===== config.mk =====
export PLATFORM = sky130hd
export DESIGN_NAME = fetch_queue
export DESIGN_NICKNAME = d
export VERILOG_FILES = /design/src/rtl/fetch_queue_pkg.sv /design/src/rtl/fq_pc_inc.sv /design/src/rtl/fetch_queue.sv
export SDC_FILE = /design/constraint.sdc
export NUM_CORES = 1
export LEC_CHECK = 0
export ABC_AREA = 1
export BUFFER_PORTS_ARGS = -buffer_cell sky130_fd_sc_hd__buf_4
export CAP_MARGIN = 40
export CORE_MARGIN = 3
export CORE_UTILIZATION = 52
export DETAILED_ROUTE_END_ITERATION = 10
export MAX_ROUTING_LAYER = met4
export PLACE_DENSITY = 0.76
export SYNTH_ARGS = -nofsm -noshare
export SYNTH_HDL_FRONTEND = slang
export SYNTH_SLANG_ARGS = --single-unit
export TNS_END_PERCENT = 1

===== constraint.sdc =====
create_clock -name clk -period 5.6 [get_ports clk]
set_input_delay 1.12 -clock clk [delete_from_list [all_inputs] [get_ports clk]]
set_output_delay 1.12 -clock clk [all_outputs]
set_load 0.1 [all_outputs]

===== src/rtl/fetch_queue_pkg.sv =====
// Shared types and constants for the fetch queue between fetch and decode.
package fetch_queue_pkg;

  localparam int FQ_XLEN = 32;
  localparam logic [31:0] NOP_INST = 32'h00000013;

  typedef struct packed {
    logic [FQ_XLEN-1:0] pc;
    logic [FQ_XLEN-1:0] inst;
    logic               misaligned;
  } fq_entry_t;

endpackage


===== src/rtl/fq_pc_inc.sv =====
// Compressed-instruction detect and next-sequential-PC for the queue head.
module fq_pc_inc
  import fetch_queue_pkg::*;
#(
  parameter int XLEN = 32
) (
  input  logic [XLEN-1:0] pc_i,
  input  logic [1:0]      inst_lsb_i,
  output logic            compr_o,
  output logic [XLEN-1:0] pc_plus_o
);

  assign compr_o   = (inst_lsb_i != 2'b11);
  assign pc_plus_o = pc_i + (compr_o ? XLEN'(2) : XLEN'(4));

endmodule


===== src/rtl/fetch_queue.sv =====
// Circular instruction queue between fetch and decode with flush support.
// Define FETCH_QUEUE_STATS_EN to add stall_cycles / flush_events counters.
module fetch_queue
  import fetch_queue_pkg::*;
#(
  parameter int DEPTH = 2,
  parameter int XLEN  = FQ_XLEN
) (
  input  logic                     clk,
  input  logic                     rst,
  input  logic                     in_valid,
  output logic                     in_ready,
  input  logic [XLEN-1:0]          in_pc,
  input  logic [XLEN-1:0]          in_inst,
  input  logic                     in_misaligned,
  input  logic                     flush,
  output logic                     out_valid,
  input  logic                     out_ready,
  output logic [XLEN-1:0]          out_pc,
  output logic [XLEN-1:0]          out_inst,
  output logic [XLEN-1:0]          out_pc_plus,
  output logic                     out_compr,
  output logic                     out_misaligned,
  output logic [$clog2(DEPTH):0]   count
`ifdef FETCH_QUEUE_STATS_EN
  ,
  output logic [31:0]              stall_cycles,
  output logic [31:0]              flush_events
`endif
);

  localparam int PW = $clog2(DEPTH);
  localparam int CW = PW + 1;

  fq_entry_t     mem_q [DEPTH];
  fq_entry_t     wr_entry;
  fq_entry_t     head;
  logic [PW-1:0] wr_ptr_q, wr_ptr_d;
  logic [PW-1:0] rd_ptr_q, rd_ptr_d;
  logic [CW-1:0] count_q, count_d;
  logic          push, pop, empty;

  // in_ready comes from registered count only, so a full queue refuses a push even while popping
  assign in_ready  = (count_q < CW'(DEPTH));
  assign empty     = (count_q == '0);
  assign out_valid = !empty && !flush;
  assign push      = in_valid && in_ready && !flush;
  assign pop       = out_valid && out_ready;
  assign count     = count_q;

  assign wr_entry = '{pc: FQ_XLEN'(in_pc), inst: FQ_XLEN'(in_inst), misaligned: in_misaligned};

  always_comb begin
    wr_ptr_d = wr_ptr_q;
    rd_ptr_d = rd_ptr_q;
    count_d  = count_q;
    if (flush) begin
      wr_ptr_d = '0;
      rd_ptr_d = '0;
      count_d  = '0;
    end else begin
      if (push) wr_ptr_d = wr_ptr_q + PW'(1);
      if (pop)  rd_ptr_d = rd_ptr_q + PW'(1);
      case ({push, pop})
        2'b10:   count_d = count_q + CW'(1);
        2'b01:   count_d = count_q - CW'(1);
        default: count_d = count_q;
      endcase
    end
  end

  always_ff @(posedge clk) begin
    if (rst) begin
      wr_ptr_q <= '0;
      rd_ptr_q <= '0;
      count_q  <= '0;
    end else begin
      wr_ptr_q <= wr_ptr_d;
      rd_ptr_q <= rd_ptr_d;
      count_q  <= count_d;
    end
  end

  // Storage is deliberately left unreset; every output below is masked while empty
  always_ff @(posedge clk) begin
    if (push) mem_q[wr_ptr_q] <= wr_entry;
  end

  assign head           = mem_q[rd_ptr_q];
  assign out_pc         = empty ? '0 : head.pc[XLEN-1:0];
  assign out_inst       = empty ? XLEN'(NOP_INST) : head.inst[XLEN-1:0];
  assign out_misaligned = empty ? 1'b0 : head.misaligned;

  fq_pc_inc #(.XLEN(XLEN)) u_pc_inc (
    .pc_i       (out_pc),
    .inst_lsb_i (out_inst[1:0]),
    .compr_o    (out_compr),
    .pc_plus_o  (out_pc_plus)
  );

`ifdef FETCH_QUEUE_STATS_EN
  logic [31:0] stall_cycles_q;
  logic [31:0] flush_events_q;

  always_ff @(posedge clk) begin
    if (rst) begin
      stall_cycles_q <= '0;
      flush_events_q <= '0;
    end else begin
      if (in_valid && !in_ready && stall_cycles_q != '1) stall_cycles_q <= stall_cycles_q + 32'd1;
      if (flush && flush_events_q != '1) flush_events_q <= flush_events_q + 32'd1;
    end
  end

  assign stall_cycles = stall_cycles_q;
  assign flush_events = flush_events_q;
`endif

endmodule


## After elaboration in Yosys (flattened, before gate mapping)

Memory sizes are Yosys's and may differ from the RTL's. A register that Yosys moved wholly into a read port is not among the register bits.
Cells that the tools add are included.

- Input bits: 70
- Flip-flop bits (word level): 4
- Bits in writable memories: 130
- Output and inout port bits: 102
- Logic and storage cells: 31
- Memories: 1

- Order comparisons: 1
- Eq/ne operators: 3
- Reduce and logical (&&, ||, !) cells: 9
- $add $sub $neg: 5
- Multiplexer cells: 9

Memory list:

| memory | depth | bits a word | read ports | clocked after memory_dff | wr ports | RTL line | RTL |
|---|---|---|---|---|---|---|---|
| mem_q | 2 | 65 | 1 | 1 | 1 | fetch_queue.sv:35 | `fq_entry_t mem_q [DEPTH];` |

Operators with widths:

| operator | count |
|---|---|
| 32-bit 2-to-1 mux | 2 |
| 32-bit adder | 1 |
| 1-bit 2-to-1 mux | 5 |
| 1-bit logical AND | 4 |
| 2-bit case mux with 2 select lines | 1 |
| 3-bit 2-to-1 mux | 1 |
| 1-bit adder, second input constant | 2 |
| 2-bit by 1-bit adder with 2-bit output, second input constant | 1 |
| 2-bit by 1-bit == test with 1-bit output, second input constant | 1 |
| 2-bit == test, second input constant | 1 |
| 1-bit zero test | 2 |
| 2-bit zero test | 1 |
| 2-bit < comparator, second input constant | 1 |
| 2-bit inequality test, second input constant | 1 |
| 2-bit nonzero test | 1 |
| 2-bit OR reduction | 1 |
| 2-bit by 1-bit subtractor with 2-bit output, second input constant | 1 |

## Longest topological paths before layout

- Word-level depth: 6
- Gate-level depth with buffers: 18
- Mapped depth without buffers: 15

## Cells and area by module

A second synthesis with hierarchy kept.

- Cells, all modules: 594
- Area total of the unflattened synthesis: 6,392.4 um^2

By module, submodules not included:

| module | sequential area each (um^2) | cells each | instances | area each (um^2) |
|---|---|---|---|---|
| fetch_queue | 4,003.8 | 388 | 1 | 5,401.4 |
| fq_pc_inc | 0.0 | 206 | 1 | 991.0 |

## Worst setup path after synthesis

No wires, ideal clock.

- Kind: flip-flop to output port
- Start: reg count_q[1], in the netlist count[1]
- End: out out_pc_plus[16]
- Stages on the path, launching flop included: 17
- Arrival: 6.945 ns
- Setup slack: -2.465 ns
- Buffers on the path: 3
- Required time: 4.480 ns
- Cells stage by stage: dfxtp_1 inv_1 nand2_2 buf_4 buf_6 buf_2 nand3_1 nand2_1 inv_1 ha_1 nand2_1 nand2_1 nand3_1 nor2_4 nand2_1 nor2_1 xor2_1

- Word-level cells in the longest chain between the ends: 5
- Elaborated cells on any way between the ends: 6
- Classes of those cells: add/sub: 1; eq/ne: 1; mux: 3; reduce/logical: 1

RTL lines:

| item | RTL line | RTL |
|---|---|---|
| start: declaration | fetch_queue.sv:40 | `logic [CW-1:0] count_q, count_d;` |
| start signal: assignment | fetch_queue.sv:80 | `count_q <= count_d;` |
| 2-bit zero test | fetch_queue.sv:45 | `assign empty = (count_q == '0);` |
| 32-bit 2-to-1 mux | fetch_queue.sv:91 | `assign out_inst = empty ? XLEN'(NOP_INST) : head.inst[XLEN-1:0];` |
| named net out_inst[1] | fetch_queue.sv:20 | `output logic [XLEN-1:0] out_inst,` |
| 2-bit inequality test | fq_pc_inc.sv:13 | `assign compr_o = (inst_lsb_i != 2'b11);` |
| named net out_compr | fetch_queue.sv:22 | `output logic out_compr,` |
| 3-bit 2-to-1 mux | fq_pc_inc.sv:14 | `assign pc_plus_o = pc_i + (compr_o ? XLEN'(2) : XLEN'(4));` |
| 32-bit adder | fq_pc_inc.sv:14 |  |
| end: declaration | fetch_queue.sv:21 | `output logic [XLEN-1:0] out_pc_plus,` |

The timed path passes the listed nets, and every way through them passes these cells.

==> reports/results.tsv <==
stage	metric	value	unit
outcome	status	complete, no violations	
job	Max Cap Viol	0	
floorplanning	row count	39	
synth	Post-Syn Area per Cell	10.0	um2
timing	Fin. Hold Viols	0	
drt	vias per cell	5.11	
drt	DR iter-0 viols	302	
global_routing	largest net degree at the start of global routing	68	
synth	Seq/Total Area, Yosys	64.5	%
cts	Sink Count	135	
cells_and_area	P&R area growth vs syn	37.0	%
floorplanning	Initial Utilization	53.7	%
synth	Ys Warns	0	
floorplanning	Die H	115	um
cts	post-cts resize count	0	
global_routing	vias in the first global route	4790	
power_and_ir_drop	PwrDens	296	nW/um2
worst_setup_path	Data required, critical path	4.48	ns
worst_setup_path	Setup crit end kind	output pin	
cts	CTS tree	yes	
drt	Detailed Route WL	14.6	mm
min_path	Hold Path Class	flop to flop	
timing	final worst-path cycle share	83.3	%
synth	post-synth cell types	26	
timing	setup TNS	0	ns
placed_design	DP Area	7940	um2
floorplanning	width of the chip	115	um
floorplanning	Core Box Area	11600	um2
cts	clock-pin transition on the worst setup and hold timing paths	0.05	ns
cts	post-CTS repair timing setup buffer count	0	
timing	f_max	214	MHz
worst_setup_path	maximum fanout along the worst path	67	
cells_and_area	ANT cells	0	
drt	DRC violations left	0	
timing	setup repair after global routing missed its margin	no	
timing	Slew headroom	51.7	%
global_routing	GRT Overall Usage	23.2	%
timing	worst-margin pin slew	0.723	ns
drt	WL/cell	15.4	um
timing	Final Setup Violations	0	
cts	Clock Tree Buf Depth	2	
floorplanning	Ports	172	
placed_design	Detailed Place HPWL	10.6	mm
power_and_ir_drop	Pleak	0.00370	uW
cts	Num CTS Buffers	17	
synth	Post-Synthesis Cells	620	
synth	cell area after synthesis	6210	um2
synth	flops & latches, synth	135	
global_routing	GR Overflow Total	0	
timing	Tmin final	4.67	ns
drt	post-route ant nets	0	
cells_and_area	utilization after layout	73.5	%
cts	CTS Hold Bufs	0	
synth	Syn Nets	694	
min_path	hold_sp	rd_ptr_q	
global_routing	global-route wire length before repair	23.1	mm
cells_and_area	share of cells above drive strength 1	31.7	%
cts	root buf cell	clkbuf_16	
drt	total iterations of the first detailed-routing run	6	
power_and_ir_drop	VDD IR max	0.222	mV
worst_setup_path	Crit path arrival time	3.55	ns
floorplanning	Die Footprint	13300	um2
worst_setup_path	crit start category	flop	
global_routing	initial antenna violation count	0	
timing	skew final	0.00657	ns
timing	Final Max Slew Viols	0	
drt	Vias	4847	
timing	Worst Setup Slack, final	0.933	ns
worst_setup_path	critical path class	flop to output pin	
placed_design	PortBufs	171	
cells_and_area	design area	8510	um2
cells_and_area	nets	868	
cts	clock latency on the worst-skew pair	0.40	ns
placed_design	gpl congestion	0.946	
worst_setup_path	FF-to-FF Start	count[0]	
cts	Clock H-tree levels	4	
placed_design	pre-CTS setup slack	1.31	ns
cells_and_area	fillers	828	
[cells in the final DEF, fill, tap and decap left out, types with 3 or more instances in the layout]
cell / instances
clkbuf_16: 17
nor2_1: 39
a21oi_1: 35
nor3_1: 3
nand3_1: 41
nand2_2: 6
edfxtp_1: 130
xor2_2: 6
xor2_4: 9
ha_1: 3
nor2_4: 6
clkinv_2: 5
dfxtp_1: 3
nor2_2: 5
nand2_1: 243
bufinv_16: 3
clkbuf_1: 3
buf_4: 176
inv_2: 3
inv_1: 47
[area by class of cell]
class	count	area [um2]	area share, %
multi-input combinational	411	2180	25.6
sequential	135	4010	47.1
clock buffer	20	437	5.13
inverter	51	195	2.29
timing repair buffer	178	1380	16.2
tap	143	179	2.10
clock inverter	10	131	1.54
[synth_stat cells (all sizes together)]
| library cell | n | area (um2) |
|---|---|---|
| o21ai | 2 | 17.5 |
| a21oi | 37 | 185 |
| edfxtp | 130 | 3900 |
| or2 | 2 | 12.5 |
| nor2 | 51 | 250 |
| xor2 | 15 | 131 |
| inv | 51 | 191 |
| dfxtp | 5 | 100 |
| nand3 | 44 | 225 |
| nand2 | 251 | 955 |
| xnor2 | 1 | 8.76 |
| clkbuf | 3 | 11.3 |
| buf | 20 | 133 |
| nor3 | 4 | 25.0 |
| fa | 1 | 20.0 |
| ha | 3 | 37.5 |
[logic make-up after synthesis]
kind of cell	after synthesis	synth area share [%]
simple gates	352	23.6
flops	135	64.5
buf+inv	74	5.40
compound gates	39	3.27
xor+xnor	16	2.26
fa+ha+maj	4	0.927
[power by group]
part / switching [uW] / internal [uW]
logic: 232 / 79.0
registers: 6.74 / 1140
clock network: 370 / 691
[worst paths after layout]
path / endpoint / slack [ns] / cells past startpoint
max reg2reg: count[1] / 3.38 / 12
min: rd_ptr_q / 0.51 / 2
max: out_pc_plus[16] / 0.93 / 14
min reg2reg: rd_ptr_q / 0.51 / 2
[per-layer routing]
metal | track usage [%] | routed length (um)
met1 | 27.4 | 5740
met2 | 38.2 | 7310
met3 | 7.11 | 1300
met4 | 7.75 | 251
met5 | - | 0
[sequential cells by signal (all words and copies together), names as in the netlist, named ones only]
register and cells:
wr_ptr_q 1, rd_ptr_q 1, mem_q 130, count 2
[worst max-delay path, cell delays in order, from the launching register on]
cell,delay [ns]
dfxtp_2,0.33
buf_4,0.58
nand2_1,0.22
nand3_4,0.18
nand2_8,0.06
inv_1,0.10
ha_1,0.15
inv_1,0.04
nand2_1,0.06
nand3_1,0.19
nor2_4,0.26
nand2_1,0.19
nor2_1,0.33
xor2_4,0.16
buf_4,0.30
[through the flow]
step | std cells | hold WS, ns | power, uW
4_1_cts | 948 | 0.511 | 2530
3_5_place_dp | 918 | 0.499 | 1480
3_3_place_gp | 916 | 0.465 | 1470
6_report | 948 | 0.511 | 2520
5_1_grt | 948 | 0.550 | 2590
2_1_floorplan | 620 | 0.461 | 1380
Power figures use the tool's default switching activity.
